## config.mk

```make
export PLATFORM = sky130hd
export DESIGN_NAME = dmem_sram_resp
export DESIGN_NICKNAME = d
export VERILOG_FILES = /design/src/rtl/dmem_pkg.sv /design/src/rtl/dmem_rd_pipe.sv /design/src/rtl/dmem_sram_resp.sv
export SDC_FILE = /design/constraint.sdc
export NUM_CORES = 2
export LEC_CHECK = 0
export ABC_AREA = 1
export CELL_PAD_IN_SITES_DETAIL_PLACEMENT = 0
export CELL_PAD_IN_SITES_GLOBAL_PLACEMENT = 1
export CORE_MARGIN = 5
export CORE_UTILIZATION = 45
export CTS_BUF_LIST = sky130_fd_sc_hd__clkbuf_2 sky130_fd_sc_hd__clkbuf_4 sky130_fd_sc_hd__clkbuf_8
export CTS_CLUSTER_SIZE = 16
export DETAILED_ROUTE_END_ITERATION = 10
export PLACE_DENSITY_LB_ADDON = 0.1
export SETUP_SLACK_MARGIN = 0.3
export SYNTH_ARGS = -nofsm -noshare
export SYNTH_HDL_FRONTEND = slang
export SYNTH_SLANG_ARGS = --single-unit
```

## constraint.sdc

```tcl
create_clock -name clk -period 12.05 [get_ports clk]
set_clock_uncertainty 0.05 [all_clocks]
set_input_delay 2.41 -clock clk [delete_from_list [all_inputs] [get_ports clk]]
set_output_delay 2.41 -clock clk [all_outputs]
set_load 0.01 [all_outputs]
```

## src/rtl/dmem_pkg.sv

```systemverilog
// Shared defaults and types for the data-memory responder.
// Imported by the array top and its read pipeline.
package dmem_pkg;

  localparam int DMEM_ADDR_W = 7;
  localparam int DMEM_DATA_W = 32;
  localparam int DMEM_DEPTH  = 128;

  localparam int RD_LAT_MIN = 1;
  localparam int RD_LAT_MAX = 4;

  typedef enum logic {
    ST_CLEAR,
    ST_RUN
  } state_e;

endpackage

```

## src/rtl/dmem_rd_pipe.sv

```systemverilog
// Read-data delay line with a valid bit per stage and synchronous flush.
// Stage data only loads with valid, so the last stage holds the last result.
module dmem_rd_pipe
  import dmem_pkg::*;
#(
  parameter int LAT = 1,
  parameter int W   = 32
) (
  input  logic         clk,
  input  logic         flush_i,
  input  logic         vld_i,
  input  logic [W-1:0] dat_i,
  output logic         vld_o,
  output logic [W-1:0] dat_o
);

  for (genvar i = 0; i < LAT; i++) begin : g_stg
    logic         v_q;
    logic [W-1:0] d_q;

    if (i == 0) begin : g_head
      // First stage captures the word sampled at the issue edge
      always_ff @(posedge clk) begin
        if (flush_i) begin
          v_q <= 1'b0;
          d_q <= '0;
        end else begin
          v_q <= vld_i;
          if (vld_i) d_q <= dat_i;
        end
      end
    end else begin : g_tail
      // Later stages shift the previous stage forward
      always_ff @(posedge clk) begin
        if (flush_i) begin
          v_q <= 1'b0;
          d_q <= '0;
        end else begin
          v_q <= g_stg[i-1].v_q;
          if (g_stg[i-1].v_q) d_q <= g_stg[i-1].d_q;
        end
      end
    end
  end

  assign vld_o = g_stg[LAT-1].v_q;
  assign dat_o = g_stg[LAT-1].d_q;

endmodule

```

## src/rtl/dmem_sram_resp.sv

```systemverilog
// SRAM-style data-memory responder: one access per cycle,
// pipelined read latency and an optional zero sweep after reset.
module dmem_sram_resp
  import dmem_pkg::*;
#(
  parameter int ADDR_W         = DMEM_ADDR_W,
  parameter int DATA_W         = DMEM_DATA_W,
  parameter int DEPTH          = DMEM_DEPTH,
  parameter int READ_LAT       = 1,
  parameter int CLEAR_ON_RESET = 1
) (
  input  logic              clk,
  input  logic              rst,
  input  logic              CEN,
  input  logic              WEN,
  input  logic              OEN,
  input  logic [ADDR_W-1:0] A,
  input  logic [DATA_W-1:0] D,
  output logic [DATA_W-1:0] Q,
  output logic              rd_valid,
  output logic              busy
);

  if (READ_LAT < RD_LAT_MIN || READ_LAT > RD_LAT_MAX) begin : g_bad_lat
    $error("READ_LAT must be within 1..4");
  end
  if (DEPTH != (1 << ADDR_W)) begin : g_bad_depth
    $error("DEPTH must equal 2**ADDR_W");
  end

  localparam logic [ADDR_W-1:0] PTR_LAST = ADDR_W'(DEPTH - 1);

  logic [DATA_W-1:0] mem_q [DEPTH];
  state_e            state_q;
  logic [ADDR_W-1:0] ptr_q;

  logic              rd_issue;
  logic              wr_en;
  logic [ADDR_W-1:0] wr_addr;
  logic [DATA_W-1:0] wr_data;
  logic [DATA_W-1:0] hold;

  // Write port is shared by the clear sweep and normal writes
  always_comb begin
    rd_issue = 1'b0;
    wr_en    = 1'b0;
    wr_addr  = A;
    wr_data  = D;
    if (!rst) begin
      if (state_q == ST_CLEAR) begin
        wr_en   = 1'b1;
        wr_addr = ptr_q;
        wr_data = '0;
      end else if (!CEN) begin
        wr_en    = !WEN;
        rd_issue = WEN;
      end
    end
  end

  // Clear sweep state machine
  always_ff @(posedge clk) begin
    if (rst) begin
      state_q <= (CLEAR_ON_RESET != 0) ? ST_CLEAR : ST_RUN;
      ptr_q   <= '0;
    end else if (state_q == ST_CLEAR) begin
      ptr_q <= ptr_q + 1'b1;
      if (ptr_q == PTR_LAST) state_q <= ST_RUN;
    end
  end

  // Storage array, never reset
  always_ff @(posedge clk) begin
    if (wr_en) mem_q[wr_addr] <= wr_data;
  end

  dmem_rd_pipe #(
    .LAT (READ_LAT),
    .W   (DATA_W)
  ) u_rd_pipe (
    .clk     (clk),
    .flush_i (rst),
    .vld_i   (rd_issue),
    .dat_i   (mem_q[A]),
    .vld_o   (rd_valid),
    .dat_o   (hold)
  );

  assign Q    = OEN ? '0 : hold;
  assign busy = (state_q == ST_CLEAR);

endmodule

```

==> results.md <==
Status:
- The flow ran to the end, and the final reports show no timing, DRC or antenna violations.

STA:
- The number of hold-slack violations in the final timing report is 0.
- In the post-route analysis, the smallest setup slack over all paths is 5.525 ns.
- Measured against its own limit, the worst slew margin works out to 10.58%.
- The shortest clock period the worst path allows after layout is 6.525 ns.
- Setup violations remaining at the end of the flow were counted as 0.
- Setup repair after global routing left no endpoint under its margin.
- The setup TNS is 0 ns.
- The number of slew-limit violations in the final report is 0.
- Static timing analysis puts the maximum clock frequency at 153.3 MHz.
- At the pin with the least slew margin, the transition time is 1.338 ns.
- The post-route clock period utilization is 54.15%.

Floorplan:
- The number of placement rows is 223.
- The die covers 380800 um2.
- The floorplan step set the die height to 617.1 um.
- For this design the top-level I/O count stands at 78.
- The standard cell core area is 368000 um2.
- The effective utilization at floorplan is 45.07%.
- The width of the die is 617.1 um.

Worst setup path:
- The largest fanout of any net on the critical path is 187.
- The slack of the worst reg-to-reg path is 7.45 ns.
- The startpoint of the worst-slack reg-to-reg timing path is state_q$_SDFF_PP0_.
- The critical path required time is 13.14 ns.
- The kind of end point of the critical path is a flip-flop.
- The reg-to-reg endpoint is mem_q[115][11]$_DFFE_PP_.
- STA classifies the critical path startpoint as a primary input.
- The type of the worst setup path is in -> reg.
- The worst register-to-register path has a depth of 10.
- The signal arrival time at the worst endpoint is 7.62 ns.

Global route:
- The number of antenna violations at the first check in global routing is 24.
- The residual overflow from global routing is 0.
- The via count of the first global-routing pass is 107800.
- The global router's overall resource usage is 28.35%.
- The first global-routing pass estimated 785900 um of wire.
- Entering global routing, the biggest net connects 188 pins.

Logic synthesis:
- During synthesis, Yosys emitted a total of 0 warnings.
- By area the synthesized netlist is led by edfxtp_1 (74%), nand3_1 (12%), nand2_1 (9.4%).
- After synthesis, the netlist uses 28 different library cells.
- The most instantiated library cell after synthesis is nand2_1.
- The proportion of netlist area held by the largest area contributor is 74.15%.
- The synthesis-stage register bit count is 4137.
- Counting flops with a built-in enable in the synthesized netlist gives 4096.
- The async set-reset flop share out of synthesis is 0%.
- The summed instance area of the synthesized netlist is 165900 um2.
- The predominant post-synthesis flop cell is edfxtp_1.
- The share of synthesized area occupied by flip-flops and latches is 74.65%.
- The net count of the mapped netlist is 13730.
- The largest total area in the synthesized netlist belongs to edfxtp_1.
- After synthesis, the most frequently instantiated cells are nand2_1 (4159), edfxtp_1 (4096), nand3_1 (4066).
- The gate count of the mapped netlist is 13690.
- Dividing the synthesized area by the synthesized cell count gives 12.12 um2.

Clock tree:
- After clock tree synthesis, the clock-pin slew on the worst setup and hold paths is 0.06 ns.
- After clock tree synthesis, the repair step resized 0 gates.
- The number of buffers inserted by hold repair at cts is 0.
- Buffers added to address setup during post-CTS repair amount to 0.
- The number of buffers between clock root and the deepest sink is 4.
- TritonCTS created 691 clock buffers.
- The clock net sink count is 4137.
- The CTS tree is yes.
- The insertion delay of the later-clocked pin in the worst-skew pair is 1.20 ns.
- Clock tree synthesis selected as its root buffer the cell clkbuf_8.
- The H-tree depth is 6.

Power:
- The maximum ir drop on the vdd rail is 0.1160 mV.
- For this design the static power due to leakage is 0.06507 uW.
- The analysis attributes to net switching a power of 7131 uW.
- Of the total power, the share spent switching nets is 23.73%.
- The combinational cell fraction of total power is 6.6%.
- Of the total power, registers draw 52.9%.
- In this run the power density over the cells is 161.9 nW/um2.
- The internal power contribution is 22920 uW.
- Per report_power, the clock group accounts for 40.5% of the total.

Route:
- Detailed routing inserted a total of 111400 vias.
- In this run the top signal layer used is met5.
- After detailed routing, the average wire length per cell comes to 28.83 um.
- For this run, design rule violations remaining after detail routing come to 0.
- For this block, the routed nets add up to 553800 um of wire.
- After detailed routing, the wire length on met1 is 229300 um.
- The detailed router finished its first iteration with 12850 violations.
- The routed length on met3 is 42000 um.
- The length of routed met2 wiring is 261900 um.
- The first TritonRoute pass finished after 8 iterations.
- The residual antenna-violating net count after detailed routing is 0.
- Using the TritonRoute via totals, the vias-per-cell ratio works out to 5.800.

Place:
- At the end of routability-driven placement, the weighted congestion stood at 0.8166.
- The detailed-placement wirelength estimate is 289700 um.
- The setup slack at placement is 4.559 ns.
- The number of buffers added on ports is 77.

Cells and area:
- Relative to the synthesized area, the layout overhead comes to 11.90%.
- Cells fill 50.43% of the core in the end.
- The share of final-layout standard cells stronger than drive strength 1 is 11.14%.
- At the end of the flow, the number of nets in the layout was 13880.

Worst hold path:
- The cell depth of the worst hold path is 2.
- The worst hold path begins at ptr_q[3]$_SDFFE_PP0N_.
- The worst hold path class is reg -> reg.
- The endpoint of the worst hold-timing path is ptr_q[4]$_SDFFE_PP0N_.

Flow run:
- The number of maximum-capacitance constraint violations is 0.
==> flip-flops by register name, summed over array words and instances, names as in the netlist <==
name             cells
state_q              1
ptr_q                7
u_rd_pipe.vld_o      1
mem_q             4096
u_rd_pipe.dat_o     32
==> area by class of cell <==
cell class | count | area [um2]
Fill cell | 31920 | 182400
Sequential cell | 4137 | 123800
Multi-Input combinational cell | 8497 | 38360
Clock buffer | 1029 | 12290
Tap cell | 4837 | 6052
Timing Repair Buffer | 385 | 3495
Clock inverter | 166 | 982.2
Inverter | 127 | 529.3
Antenna cell | 28 | 70.07
==> cell usage in the layout, fill, tap and decap left out, drive strengths merged, types with 2 or more instances in the layout <==
cell type / synthesis / routed
buf: 767 / 317
edfxtp: 4096 / 4096
clkinvlp: 0 / 17
nand3: 4066 / 4066
o21ai: 42 / 42
clkdlybuf4s50: 0 / 68
dfxtp: 41 / 41
nand4: 5 / 5
a31oi: 2 / 2
clkbuf: 159 / 1029
inv: 127 / 134
nor4: 6 / 6
clkinv: 0 / 134
bufinv: 0 / 8
nor3: 8 / 8
a21oi: 5 / 5
nor2: 200 / 200
nand2: 4159 / 4159
diode: 0 / 28
==> how the worst max path moves through the flow <==
stage | start | endpoint | slack, ns
floorplan | rst | mem_q[84][0]$_DFFE_PP_ | 5.08
global placement | A[0] | u_rd_pipe.dat_o[22]$_SDFFE_PP0P_ | 4.58
detailed placement | A[0] | u_rd_pipe.dat_o[22]$_SDFFE_PP0P_ | 4.56
CTS | OEN | Q[27] | 5.47
global route | OEN | Q[27] | 5.51
finish | A[0] | u_rd_pipe.dat_o[22]$_SDFFE_PP0P_ | 5.52
==> power groups by stage <==
stage | sequential [uW] | clock (uW) | combinational [uW]
after floorplan | 16200 | 0 | 1070
after global placement | 16200 | 0 | 1950
after detailed placement | 16200 | 0 | 1970
after CTS | 15900 | 12400 | 1970
after global routing | 15900 | 13100 | 2100
final | 15900 | 12200 | 1980
==> layer usage <==
layer	track usage, %	up-vias
li1	-	49250
met1	39.06	56490
met2	45.81	4763
met3	4.658	875
met4	10.06	14
met5	0	-
==> through the flow <==
stage               power [uW]  instances  hold slack, ns  cell area, um2
detailed placement       18160      17980          0.4488          172300
CTS                      30230      19180          0.4574          185500
floorplan                17290      13690          0.4087          165900
global placement         18140      17980          0.4352          172200
finish                   30050      19210          0.4517          185600
global route             31050      19190          0.4840          185600
==> kinds of logic after synthesis <==
family,share of synthesized area (%)
DFF,74.65
adders and majority gates,0.007542
and+or+nand+nor,22.22
buffers and inverters,2.957
AOI/OAI and AO/OA,0.1705
==> worst max-delay path, stage by stage <==
cell	delay [ns]
buf_16	0.15
inv_16	0.48
buf_4	0.81
buf_12	0.66
buf_4	0.72
nand2_1	0.14
nand3_1	0.10
nand3_1	0.10
nand3_1	0.12
nand3_1	0.18
nand3_1	0.39
nand3_1	0.40
nand3_1	0.22
nand2_1	0.08
inv_1	0.05
No activity file was read; power rests on OpenSTA's default activity.
